`src/rtl/hazard_ctrl.sv`:
```
// hazard_ctrl: prioritised pipeline enable/flush control with a data-memory watchdog.
// Define HAZARD_CTRL_PERF_EN to build the saturating stall/flush performance counters.
module hazard_ctrl #(
    parameter int unsigned MEM_TIMEOUT = 16
) (
    input  logic        i_clk,
    input  logic        i_reset,
    input  logic        i_load_use,
    input  logic        i_redirect_execute,
    input  logic        i_mem_req,
    input  logic        i_mem_ack,
    output logic        o_pc_en,
    output logic        o_if_id_en,
    output logic        o_if_id_flush,
    output logic        o_id_ex_en,
    output logic        o_id_ex_flush,
    output logic        o_ex_mem_en,
    output logic        o_mem_wb_flush,
    output logic        o_halt,
    output logic        o_mem_fault,
    output logic [31:0] o_stall_cycles,
    output logic [31:0] o_flush_count
);
    typedef enum logic [1:0] {RUN, MEM_WAIT, HALT} state_t;
    state_t state, state_nxt;
    logic [7:0] wait_cnt, wait_cnt_nxt;
    logic mem_stall, halted, flow;
    assign mem_stall = i_mem_req & ~i_mem_ack;
    assign halted    = state == HALT;
    assign flow      = ~halted & ~mem_stall;
    always_ff @(posedge i_clk or posedge i_reset) begin
        if (i_reset) begin
            state       <= RUN;
            wait_cnt    <= '0;
            o_mem_fault <= 1'b0;
        end else begin
            state       <= state_nxt;
            wait_cnt    <= wait_cnt_nxt;
            o_mem_fault <= ~halted & (state_nxt == HALT);
        end
    end
    always_comb begin
        state_nxt    = state;
        wait_cnt_nxt = wait_cnt;
        if (!halted) begin
            state_nxt    = !mem_stall ? RUN : (wait_cnt == 8'(MEM_TIMEOUT - 1)) ? HALT : MEM_WAIT;
            wait_cnt_nxt = (mem_stall && state_nxt != HALT) ? wait_cnt + 8'd1 : 8'd0;
        end
    end
    // A redirect overrides load-use: the stalled decode instruction is on the wrong path.
    assign o_pc_en        = flow & (i_redirect_execute | ~i_load_use);
    assign o_if_id_en     = o_pc_en;
    assign o_if_id_flush  = halted | (flow & i_redirect_execute);
    assign o_id_ex_en     = flow;
    assign o_id_ex_flush  = halted | (flow & (i_redirect_execute | i_load_use));
    assign o_ex_mem_en    = flow;
    assign o_mem_wb_flush = ~flow;
    assign o_halt         = halted;
`ifdef HAZARD_CTRL_PERF_EN
    logic stall_hit, flush_hit;
    assign stall_hit = ~halted & (mem_stall | (i_load_use & ~i_redirect_execute));
    assign flush_hit = flow & i_redirect_execute;
    always_ff @(posedge i_clk or posedge i_reset) begin
        if (i_reset) begin
            o_stall_cycles <= '0;
            o_flush_count  <= '0;
        end else begin
            o_stall_cycles <= o_stall_cycles + {31'd0, stall_hit & ~&o_stall_cycles};
            o_flush_count  <= o_flush_count + {31'd0, flush_hit & ~&o_flush_count};
        end
    end
`else
    assign o_stall_cycles = '0;
    assign o_flush_count  = '0;
`endif
endmodule

```
`config.mk`:
```
export PLATFORM = sky130hd
export DESIGN_NAME = hazard_ctrl
export DESIGN_NICKNAME = d
export VERILOG_FILES = /design/src/rtl/hazard_ctrl.sv
export SDC_FILE = /design/constraint.sdc
export NUM_CORES = 1
export LEC_CHECK = 0
export ABC_AREA = 0
export CORE_MARGIN = 5
export CORE_UTILIZATION = 35
export DETAILED_ROUTE_END_ITERATION = 7
export HOLD_SLACK_MARGIN = 0.15
export MAX_ROUTING_LAYER = met4
export PLACE_DENSITY = 0.81
export SLEW_MARGIN = 20
export SYNTH_ARGS = -nofsm -noshare
export SYNTH_HDL_FRONTEND = slang
export SYNTH_SLANG_ARGS = --single-unit
```
`constraint.sdc`:
```
create_clock -name i_clk -period 1.9 [get_ports i_clk]
set_input_delay 0.38 -clock i_clk [delete_from_list [all_inputs] [get_ports i_clk]]
set_output_delay 0.38 -clock i_clk [all_outputs]
set_load 0.01 [all_outputs]
```
### Word-level counts from Yosys, hierarchy flattened

Cells that the tools add are included.

| operators by class | value |
|---|---|
| $add $sub $neg | 1 |
| equality and inequality tests | 4 |
| multiplexer cells | 4 |
| bitwise gates (word level) | 15 |
| reduce and logical (&&, ||, !) cells | 1 |

Operator list:

| operator | count |
|---|---|
| $add 8x1->8 const B | 1 |
| $eq 8x4->1 const B | 1 |
| $mux 8 | 1 |
| $and 1x1->1 | 6 |
| $mux 2 | 3 |
| $not 1->1 | 5 |
| $eq 2x2->1 const B | 2 |
| $or 1x1->1 | 4 |
| $ne 2x2->1 const B | 1 |
| $logic_and 1x1->1 | 1 |

| word-level totals | value |
|---|---|
| flip-flop bits (word level) | 11 |
| input bits | 6 |
| output and inout port bits | 73 |

### Logic depth before layout (Yosys ltp)

| logic depth | value |
|---|---|
| depth after elaboration | 6 |
| depth in mapped cells | 8 |

### Worst setup path before layout

Ideal clock, no wire load.

| path | value |
|---|---|
| path type | input-to-output |
| start | input i_mem_ack |
| end | output o_pc_en |
| arrival time | 1.191 ns |
| slack | 0.329 ns |
| cell stages on the path | 5 |
| path buffers | 2 |
| cell sequence | nand2b_1 -> buf_4 -> nand2_1 -> a21oi_1 -> buf_4 |

| between the ends | value |
|---|---|
| word-level cells in the longest chain between the ends | 5 |

Ends and longest elaborated chain:

| what | line | source |
|---|---|---|
| start: declaration | 11 | `input logic i_mem_ack,` |
| $not 1->1 | 28 | `assign mem_stall = i_mem_req & ~i_mem_ack;` |
| $and 1x1->1 | 28 |  |
| $not 1->1 | 30 | `assign flow = ~halted & ~mem_stall;` |
| $and 1x1->1 | 30 |  |
| $and 1x1->1 | 51 | `assign o_pc_en = flow & (i_redirect_execute \| ~i_load_use);` |
| end: declaration | 12 | `output logic o_pc_en,` |

No other way between the ends.

### Final worst setup path

| path | value |
|---|---|
| start | register state[0] |
| end | output o_halt |

| between the ends | value |
|---|---|
| word-level cells in the longest chain between the ends | 1 |

Ends and longest elaborated chain:

| what | line | source |
|---|---|---|
| start: declaration | 25 | `state_t state, state_nxt;` |
| start signal: assignment | 37 | `state <= state_nxt;` |
| $eq 2x2->1 | 29 | `assign halted = state == HALT;` |
| end: declaration | 19 | `output logic o_halt,` |

No other way between the ends.

==> impl_metrics.ini <==
[run_status]
status = finished clean

[setup_path]
cpPeakStageDelay_ns = 0.53
crit_start = state[0]
crit-reg2reg-launch = wait_cnt[0]
start_kind = flip-flop
crit_chain = nand2b_4 -> inv_2 -> clkdlybuf4s50_1
path_delay_family = buffers and inverters
rr_worst_depth = 7
path_max_fanout = 9
cp_data_arrival_time_ns = 1.41
crit_path_end_kind = primary output
cp.buffers_inverters = 2
worst-setup-path-type = flip-flop to primary output
cp_slowest_cell = clkdlybuf4s50_1
critical_path_required_ns = 1.52
path_depth = 3

[grt]
grt_pass1_wl_mm = 2.28
antenna_found_initial = 0
busiest_layer = met2
grt_pass1_vias = 577
met3_usage_pct = 3.74
grt.overflow.total = 0
grt_use_total_pct = 7.03
use_met1_pct = 6.33
grt_max_degree = 12
gr-usage-met2_pct = 12.3

[clocking]
cts_buffers = 3
root_buffer = clkbuf_4
cts_setup_buffers = 0
cts_tree = built
clock_sinks = 11
clk_latency_ns = 0.27
cts.htree.levels = 1
clockBufferDepth = 2
cts.clk_slew.worst_paths_ns = 0.07
cts.hold.buffers_added = 0

[sta]
final.min_clock_period_ns = 1.79
period_share_pct = 94.3
setup_viol = 0
rsz0062_at_grt = false
maxSlewViolCount = 0
hold_viol = 0
skew_ns = 0.00776
hold_ws_ns = 0.387
max_freq_ghz = 0.558

[finish]
diodes = 0
final_cell_count_no_fill = 188
regArea_um2 = 275
areaGrowthSynthToFinish_pct = -4.23
drive_gt1_share_pct = 10.4
n_fill_cell = 318
multi_input_area_um2 = 532
finalNetCount = 152

[drt]
route.detailed.drc = 0
postRouteAntennaNets = 0
num_vias = 677
wire_per_inst_um = 9.31
drt_iter0_drc = 20
viasPerCell = 3.60
totalWireLength_mm = 1.75
dr.pass1.iters = 4

[logic_synthesis]
postSynthAreaPerCell_um2 = 8.49
synthDistinctLibCells = 26
ys_seq_area_share_pct = 25.1
syn_area_mm2 = 0.00109
synth_fa_ha_area_share_pct = 1.14
synthMuxAreaShare_pct = 0
synth_cells = 129
yosysWarnings = 0
synth-seq-cells = 11
synth-xor-area-share_pct = 1.60
synth_top_family_by_area = buffers and inverters
synthSimpleGateAreaFrac_pct = 14.7
synth_compound_area_share_pct = 8.11

[place]
place.detailed.hpwl_mm = 1.46
dp.cells = 184
io_buffers = 14
gp_congestion = 0.715

[power]
power_leakage_uw = 0.000577
powerDensity_mw_per_mm2 = 456
ir_worst_vdd_mv = 0.178

[floorplan]
ios = 79
die_w_um = 65.9
die-area_mm2 = 0.00435
coreArea_mm2 = 0.00303
initial_core_util_pct = 36.2
row_count = 20
die_y_um = 65.9

[flow_run]
drv_cap = 0

[min_path]
hold_class = input port to async pin
==> state kept, by name (all words and copies together), names as in the netlist <==
signal,flops
o_mem_fault,1
wait_cnt,8
state,2
==> synth_stat cells (all sizes together) <==
master	number	area [µm²]
a21oi	2	10.0
and4b	1	10.0
xor2	2	17.5
ha	1	12.5
buf	68	514
nor3	3	15.0
o21ai	8	40.0
a41oi	1	8.76
nand2	12	55.1
nand2b	3	26.3
nand3	2	10.0
and2	1	6.26
a31oi	2	12.5
inv	5	21.3
nand4	1	6.26
dfrtp	11	275
a22o	2	17.5
and3	2	12.5
conb	1	3.75
nor2	1	20.0
==> routing by layer <==
metal | up-vias | wire [µm]
met5 | - | 0
met4 | 0 | 29
met3 | 7 | 211
met2 | 39 | 934
met1 | 317 | 577
li1 | 314 | -
==> path summary, 6_finish.rpt <==
path / end / slack, ns
hold reg to reg: wait_cnt[0] / 0.52
hold / removal: wait_cnt[5] / 0.39
min in group i_clk: wait_cnt[0] / 0.52
max in group asynchronous: wait_cnt[1] / 1.22
setup reg to reg: wait_cnt[5] / 0.44
setup / recovery: o_halt / 0.11
==> cells by family after synthesis <==
family                     Yosys count
buffers and inverters               73
DFF                                 11
AOI/OAI and AO/OA                   15
adders and majority gates            1
other                                1
and+or+nand+nor                     26
xor gates and xnor gates             2
==> through the flow <==
stage | setup TNS (ns) | setup slack, ns | instance area (µm²) | power (µW) | utilization [%]
floorplan | 0 | 0.329 | 1330 | 401 | -
global placement | -1.18 | -0.257 | 1030 | 316 | 33.9
detailed placement | -1.48 | -0.306 | 1030 | 317 | 33.9
CTS | 0 | 0.0252 | 1050 | 479 | 34.8
global route | 0 | 0.0408 | 1050 | 500 | 34.6
finish | 0 | 0.109 | 1050 | 478 | 34.6
==> power breakdown <==
group | internal (µW) | leakage, µW | total (µW) | switching (µW)
registers | 234 | 0.000133 | 234 | 0
logic | 13.1 | 0.000429 | 84.5 | 71.4
clock network | 81.4 | 0.0000150 | 160 | 78.4
==> worst register-to-register path, delay by kind of cell (launching register included) <==
family,cells,cell delay (ns)
AO/OA/AOI/OAI,2,0.26
adder cells (fa/ha/maj),1,0.24
buffers and inverters,1,0.08
flip-flops,1,0.40
AND/OR/NAND/NOR,3,0.43
==> repair_timing <==
action | 4_1_cts | 5_1_grt
setup endpoints to repair | 7 | 2
gates resized for setup | 9 | 4
pin swaps | 0 | 0
==> area by class of cell <==
type,count,area share (%)
multi-input cells,108,50.7
inverters,5,2.03
repair buffers,16,13.2
flip-flops and latches,11,26.3
well taps,44,5.25
clock buffers,4,2.51
==> layout by cell type (no fill, tap or decap) <==
master	instances
clkbuf_2	2
conb_1	64
nor3_1	3
nand2b_1	1
nand2_4	1
and4b_1	1
clkdlybuf4s50_1	7
inv_2	1
a22o_1	2
a21oi_2	1
buf_4	2
nand2_1	10
dfrtp_1	11
clkbuf_4	3
inv_1	3
a21oi_1	1
ha_1	1
a41oi_1	1
o21ai_0	8
nor2_8	1
clkbuf_1	1
xor2_1	2
nand2_2	1
nand2b_4	2
and2_1	1
a31oi_1	2
dlygate4sd2_1	5
nand3_1	2
and3_1	2
nand4_1	1
inv_4	1
No activity file was read; power rests on OpenSTA's default activity.
